File: config.mk
export PLATFORM = sky130hd
export DESIGN_NAME = button_events
export DESIGN_NICKNAME = d
export VERILOG_FILES = /design/src/rtl/button_pkg.sv /design/src/rtl/button_event_fsm.sv /design/src/rtl/button_events.sv
export SDC_FILE = /design/constraint.sdc
export NUM_CORES = 1
export LEC_CHECK = 0
export ABC_AREA = 1
export CORE_UTILIZATION = 68
export DETAILED_ROUTE_END_ITERATION = 8
export DONT_BUFFER_PORTS = 1
export PLACE_DENSITY = 0.84
export SLEW_MARGIN = 10
export SYNTH_ARGS = -nofsm -noshare
export SYNTH_HDL_FRONTEND = slang
export SYNTH_HIERARCHICAL = 1
export SYNTH_SLANG_ARGS = --single-unit
File: constraint.sdc
create_clock -name clk -period 3.27 [get_ports clk]
set_clock_uncertainty 0.05 [all_clocks]
set_input_delay 0.654 -clock clk [delete_from_list [all_inputs] [get_ports clk]]
set_output_delay 0.654 -clock clk [all_outputs]
set_load 0.02 [all_outputs]
File: src/rtl/button_pkg.sv
// Shared types and defaults for the button event block.
package button_pkg;

    // Per-channel sequencing state.
    typedef enum logic [1:0] {
        IDLE   = 2'd0,
        WAIT   = 2'd1,
        REPEAT = 2'd2
    } btn_state_t;

    // 500 ms hold-off and 100 ms repeat interval at 50 MHz.
    localparam int DEF_HOLD_CYCLES   = 25_000_000;
    localparam int DEF_REPEAT_CYCLES = 5_000_000;

    function automatic int max_int(input int a, input int b);
        return (a > b) ? a : b;
    endfunction

endpackage

File: src/rtl/button_event_fsm.sv
// One button channel: edge pulses plus hold-to-repeat timing.
//
//   state  | meaning
//   IDLE   | button released, counter idle at 0
//   WAIT   | pressed, counting down the hold-off before the first repeat
//   REPEAT | pressed, emitting a repeat tick every REPEAT_CYCLES
module button_event_fsm
    import button_pkg::*;
#(
    parameter int HOLD_CYCLES   = DEF_HOLD_CYCLES,
    parameter int REPEAT_CYCLES = DEF_REPEAT_CYCLES
) (
    input  logic clk,
    input  logic reset,
    input  logic btn,
    input  logic repeat_en,
    output logic press,
    output logic released,
    output logic rpt,
    output logic step,
    output logic held
);

    localparam int CNT_W = $clog2(max_int(HOLD_CYCLES, REPEAT_CYCLES)) + 1;
    localparam logic [CNT_W-1:0] HOLD_LOAD   = CNT_W'(HOLD_CYCLES - 1);
    localparam logic [CNT_W-1:0] REPEAT_LOAD = CNT_W'(REPEAT_CYCLES - 1);
    localparam logic [CNT_W-1:0] CNT_ONE     = CNT_W'(1);

    btn_state_t       state, state_n;
    logic [CNT_W-1:0] cnt, cnt_n;
    logic             press_n, release_n, rpt_n;

    // State, counter and every output are registered; reset clears all of them.
    always_ff @(posedge clk or posedge reset) begin
        if (reset) begin
            state    <= IDLE;
            cnt      <= '0;
            press    <= 1'b0;
            released <= 1'b0;
            rpt      <= 1'b0;
            step     <= 1'b0;
            held     <= 1'b0;
        end else begin
            state    <= state_n;
            cnt      <= cnt_n;
            press    <= press_n;
            released <= release_n;
            rpt      <= rpt_n;
            step     <= press_n | rpt_n;
            held     <= btn;
        end
    end

    // Next-state logic; a release always wins over a due repeat tick.
    always_comb begin
        state_n   = state;
        cnt_n     = cnt;
        press_n   = 1'b0;
        release_n = 1'b0;
        rpt_n     = 1'b0;
        case (state)
            IDLE: begin
                cnt_n = '0;
                if (btn && !held) begin
                    press_n = 1'b1;
                    cnt_n   = HOLD_LOAD;
                    state_n = WAIT;
                end
            end
            WAIT: begin
                if (!btn) begin
                    release_n = 1'b1;
                    cnt_n     = '0;
                    state_n   = IDLE;
                end else if (cnt == '0) begin
                    if (repeat_en) begin
                        rpt_n   = 1'b1;
                        cnt_n   = REPEAT_LOAD;
                        state_n = REPEAT;
                    end
                end else begin
                    cnt_n = cnt - CNT_ONE;
                end
            end
            REPEAT: begin
                if (!btn) begin
                    release_n = 1'b1;
                    cnt_n     = '0;
                    state_n   = IDLE;
                end else if (!repeat_en) begin
                    cnt_n   = '0;
                    state_n = WAIT;
                end else if (cnt == '0) begin
                    rpt_n = 1'b1;
                    cnt_n = REPEAT_LOAD;
                end else begin
                    cnt_n = cnt - CNT_ONE;
                end
            end
            default: begin
                cnt_n   = '0;
                state_n = IDLE;
            end
        endcase
    end

endmodule

File: src/rtl/button_events.sv
// Button event generator: N independent channels, no cross-channel arbitration.
// The release pulse is named 'released' because 'release' is a reserved word.
module button_events
    import button_pkg::*;
#(
    parameter int N_BUTTONS     = 5,
    parameter int HOLD_CYCLES   = DEF_HOLD_CYCLES,
    parameter int REPEAT_CYCLES = DEF_REPEAT_CYCLES
) (
    input  logic                 clk,
    input  logic                 reset,
    input  logic [N_BUTTONS-1:0] btn,
    input  logic                 repeat_en,
    output logic [N_BUTTONS-1:0] press,
    output logic [N_BUTTONS-1:0] released,
    output logic [N_BUTTONS-1:0] rpt,
    output logic [N_BUTTONS-1:0] step,
    output logic [N_BUTTONS-1:0] held
);

    // One FSM per channel.
    for (genvar g = 0; g < N_BUTTONS; g++) begin : g_ch
        button_event_fsm #(
            .HOLD_CYCLES  (HOLD_CYCLES),
            .REPEAT_CYCLES(REPEAT_CYCLES)
        ) u_fsm (
            .clk      (clk),
            .reset    (reset),
            .btn      (btn[g]),
            .repeat_en(repeat_en),
            .press    (press[g]),
            .released (released[g]),
            .rpt      (rpt[g]),
            .step     (step[g]),
            .held     (held[g])
        );
    end

endmodule

==> reports/qor.json <==
{
  "pwr": {
    "leakage_nw": 5.79,
    "irDropWorstVdd_v": 0.000640,
    "power_per_cell_area_mw_per_mm2": 1080
  },
  "setup_path": {
    "setup.worst_path.start_class": "register",
    "path_cells": "inv_1 -> ha_1 -> nand2_2 -> nor2_4 -> nand2_2 -> nor2_4 -> nand2_1 -> nand3_1 -> nand2_1 -> inv_1 -> nor2_1",
    "critical_path.max_fanout": 13,
    "worst_setup_path_startpoint": "g_ch[2].u_fsm/cnt[0]",
    "cp_data_required_time_ns": 3.54,
    "critPathMaxStageDelay_ns": 0.39,
    "critical-path-slowest-cell": "sky130_fd_sc_hd__dfrtp_1",
    "critical_path_depth": 11,
    "critical_path.endpoint_type": "register",
    "reg2reg_setup_slack_ns": 1.01,
    "reg2regPathDepth": 11,
    "crit-reg2reg-launch": "g_ch[2].u_fsm/cnt[0]",
    "path_buf_inv": 2,
    "critical_path.endpoint": "g_ch[2].u_fsm/cnt[6]",
    "critical_path_class": "reg2reg",
    "cp.arrival_ns": 2.53,
    "worst_r2r_endpoint": "g_ch[2].u_fsm/cnt[6]",
    "cp_top_family": "simple AND/OR/NAND/NOR gates"
  },
  "global_route": {
    "grt_max_degree": 34,
    "grt_pass1_wl_um": 36600,
    "globalRouteTotalUtil_pct": 30.5,
    "via_count_of_the_first_global_routing_pass": 8251,
    "grt_overflow": 0,
    "initial_antenna_violation_count": 0
  },
  "finish": {
    "proportion_of_layout_cells_with_a_drive_suffix_above_1_pct": 11.8,
    "final_design_utilization_pct": 74.6,
    "count_of_antenna_diodes_in_the_layout": 0,
    "flow.area_growth_from_synthesis_pct": 7.04,
    "final-seq-area_sq_mm": 0.00413,
    "design.final.nets": 1357,
    "multiInputGateArea_sq_mm": 0.00501,
    "nFillCells": 1068,
    "final_area_sq_mm": 0.0108
  },
  "sta": {
    "final.setup.tns_ns": 0,
    "final_max_slew_viol_count": 0,
    "rsz_0062_raised_after_global_routing": "false",
    "finalCriticalPeriod_ns": 2.26,
    "setup_slack_ns": 1.01,
    "layout_worst_path_cycle_share_pct": 69.2,
    "report.final.setup_viol": 0,
    "timing_worst_slew_pin_value_ns": 0.896,
    "worst_hold_slack_ns": 0.153,
    "fmax_mhz": 442,
    "hold_viol_final": 0,
    "slew_headroom_pct": 40.2
  },
  "synthesis": {
    "sequential_fraction_of_the_synthesis_area_pct": 40.9,
    "synthArstFlopShare_pct": 100,
    "library_cells_used_by_synthesis": 33,
    "postSynthAreaPerCell_sq_um": 7.67,
    "syn_area_sq_mm": 0.0101,
    "edff_count_synth": 0,
    "yosys_warnings": 6,
    "synthesized_netlist_cell_count": 1315,
    "mappedNetlistNets": 1348,
    "dominantRegCellSynth": "sky130_fd_sc_hd__dfrtp_1",
    "ys_seq_elements": 165
  },
  "floorplan": {
    "starting_density_pct": 69.7,
    "design.portCount": 33,
    "dieHeight_um": 124,
    "rows": 44,
    "design.core.area_sq_mm": 0.0145,
    "chipWidth_um": 124,
    "floorplan.die_area_sq_mm": 0.0153
  },
  "placed_design": {
    "post_dp_cell_area_sq_mm": 0.0102,
    "post-place-ws_ns": 1.08,
    "io_buffer_count": 0,
    "place.gp.congestion": 0.868,
    "dp_hpwl_um": 14800
  },
  "clocking": {
    "cts_inserted_buffers": 17,
    "cts.repair.resized": 0,
    "clock_insertion_delay_worst_skew_ns": 0.43,
    "clock_tree.buffer_depth": 2,
    "postCtsSetupRepairBufs": 0,
    "post_cts_hold_buffer_count": 0,
    "htreeDepth": 4,
    "clock_tree_from_tritoncts": "built",
    "clk_transition_reported_paths_ns": 0.06,
    "cts.sinks": 165,
    "ctsRootBufferMaster": "sky130_fd_sc_hd__clkbuf_16"
  },
  "route": {
    "finalWirelength_um": 21800,
    "route.detailed.vias_per_inst": 5.58,
    "detail_route.wl_per_cell_um": 14.4,
    "initialDrtViolationCount": 793,
    "routed-via-count": 8487,
    "post-route-drc-count": 0,
    "ant_nets": 0,
    "detail_route.first_pass.iterations": 8
  },
  "worst_hold_path": {
    "worstHoldPathType": "in2async"
  },
  "status": {
    "result_of_the_run": "finished clean"
  },
  "run": {
    "number_of_max_cap_violations": 0
  }
}
synth_stat cells, types with 9 or more instances:
cell type	number	area, sq um
sky130_fd_sc_hd__nor2_4	18	203
sky130_fd_sc_hd__nand3b_1	11	82.6
sky130_fd_sc_hd__nand2_4	10	113
sky130_fd_sc_hd__xnor2_1	26	228
sky130_fd_sc_hd__ha_1	25	313
sky130_fd_sc_hd__nand3_2	10	100
sky130_fd_sc_hd__nand3_1	75	375
sky130_fd_sc_hd__inv_1	196	736
sky130_fd_sc_hd__nor2_1	189	709
sky130_fd_sc_hd__or2_2	9	56.3
sky130_fd_sc_hd__o21ai_1	15	75.1
sky130_fd_sc_hd__nand2_2	18	113
sky130_fd_sc_hd__nor2_2	24	150
sky130_fd_sc_hd__o21ai_0	66	330
sky130_fd_sc_hd__nor3_1	25	125
sky130_fd_sc_hd__dfrtp_1	165	4130
sky130_fd_sc_hd__a21oi_1	16	80.1
sky130_fd_sc_hd__nand4_1	17	106
sky130_fd_sc_hd__nand2_1	304	1140
sky130_fd_sc_hd__o21ai_2	15	131
sky130_fd_sc_hd__xor2_1	34	298
registers in the layout (all words and copies together) (netlist names):
signal,flops
g_ch.u_fsm/released,5
g_ch.u_fsm/rpt,5
g_ch.u_fsm/press,5
g_ch.u_fsm/cnt,130
g_ch.u_fsm/step,5
g_ch.u_fsm/state,10
g_ch.u_fsm/held,5
final cells by class:
class	count	share of cell area [%]
tap	184	2.13
timing repair buffer	5	0.348
sequential	165	38.2
multi-input combinational	934	46.4
clock buffer	22	4.39
inverter	201	7.08
clock inverter	9	1.39
layer usage:
| layer | global-route usage (%) | share of wire (%) | vias up |
|---|---|---|---|
| met5 | 0 | 0 | - |
| met4 | 13.7 | 2.4 | 0 |
| met3 | 6.41 | 4.8 | 57 |
| met2 | 52.9 | 51 | 283 |
| met1 | 36.5 | 42 | 4032 |
| li1 | - | - | 4115 |
through the flow:
stage,total power [W],instances
final,0.0116,1520
after floorplan,0.00830,1315
after detailed placement,0.00932,1489
after global routing,0.0126,1520
after global placement,0.00915,1489
after CTS,0.0116,1520
cells by family (layout without fill, tap and decap cells):
family	after synthesis	after routing	share of synthesized area (%)
simple gates	728	728	34.7
flops	165	165	40.9
compound gates	121	121	6.72
fa+ha+maj	25	25	3.10
xor+xnor	60	60	5.21
buf+inv	216	237	9.38
power by group:
part	internal (W)	switching [W]	total, W
registers	0.00271	0.000753	0.00346
clock network	0.00133	0.000785	0.00211
logic	0.00217	0.00389	0.00607
total	0.00621	0.00543	0.0116
layout by cell type (no fill, tap or decap), types with 4 or more instances in the layout:
master and instances:
sky130_fd_sc_hd__nand3_1 75, sky130_fd_sc_hd__nand4_1 17, sky130_fd_sc_hd__inv_4 4, sky130_fd_sc_hd__nand3b_1 11, sky130_fd_sc_hd__nand3_4 5, sky130_fd_sc_hd__or2_2 9
sky130_fd_sc_hd__nand2_4 10, sky130_fd_sc_hd__or2_4 4, sky130_fd_sc_hd__clkbuf_16 17, sky130_fd_sc_hd__o21ai_2 15, sky130_fd_sc_hd__a21o_1 4, sky130_fd_sc_hd__nand2_2 18
sky130_fd_sc_hd__nand3_2 10, sky130_fd_sc_hd__xnor2_1 26, sky130_fd_sc_hd__bufinv_16 4, sky130_fd_sc_hd__nor2_4 18, sky130_fd_sc_hd__inv_1 196, sky130_fd_sc_hd__nor2_1 189
sky130_fd_sc_hd__nand2_1 304, sky130_fd_sc_hd__dfrtp_1 165, sky130_fd_sc_hd__nor2_2 24, sky130_fd_sc_hd__o21ai_0 66, sky130_fd_sc_hd__o21ai_1 15, sky130_fd_sc_hd__a21oi_1 16
sky130_fd_sc_hd__xor2_1 34, sky130_fd_sc_hd__nor3_4 4, sky130_fd_sc_hd__or2_1 4, sky130_fd_sc_hd__buf_4 5, sky130_fd_sc_hd__ha_1 25, sky130_fd_sc_hd__nor3_1 25
sky130_fd_sc_hd__a31oi_1 5
how the worst min path moves through the flow:
stage / cells past startpoint / slack, ns / end
final: 2 / 0.15 / g_ch[3].u_fsm/state[0]
after CTS: 2 / 0.15 / g_ch[1].u_fsm/cnt[11]
after global routing: 0 / 0.18 / g_ch[0].u_fsm/held
after detailed placement: 2 / 0.46 / g_ch[1].u_fsm/cnt[0]
after global placement: 2 / 0.45 / g_ch[4].u_fsm/cnt[0]
after floorplan: 2 / 0.44 / g_ch[0].u_fsm/cnt[0]
Note: power is estimated with default switching activity, not from simulation.
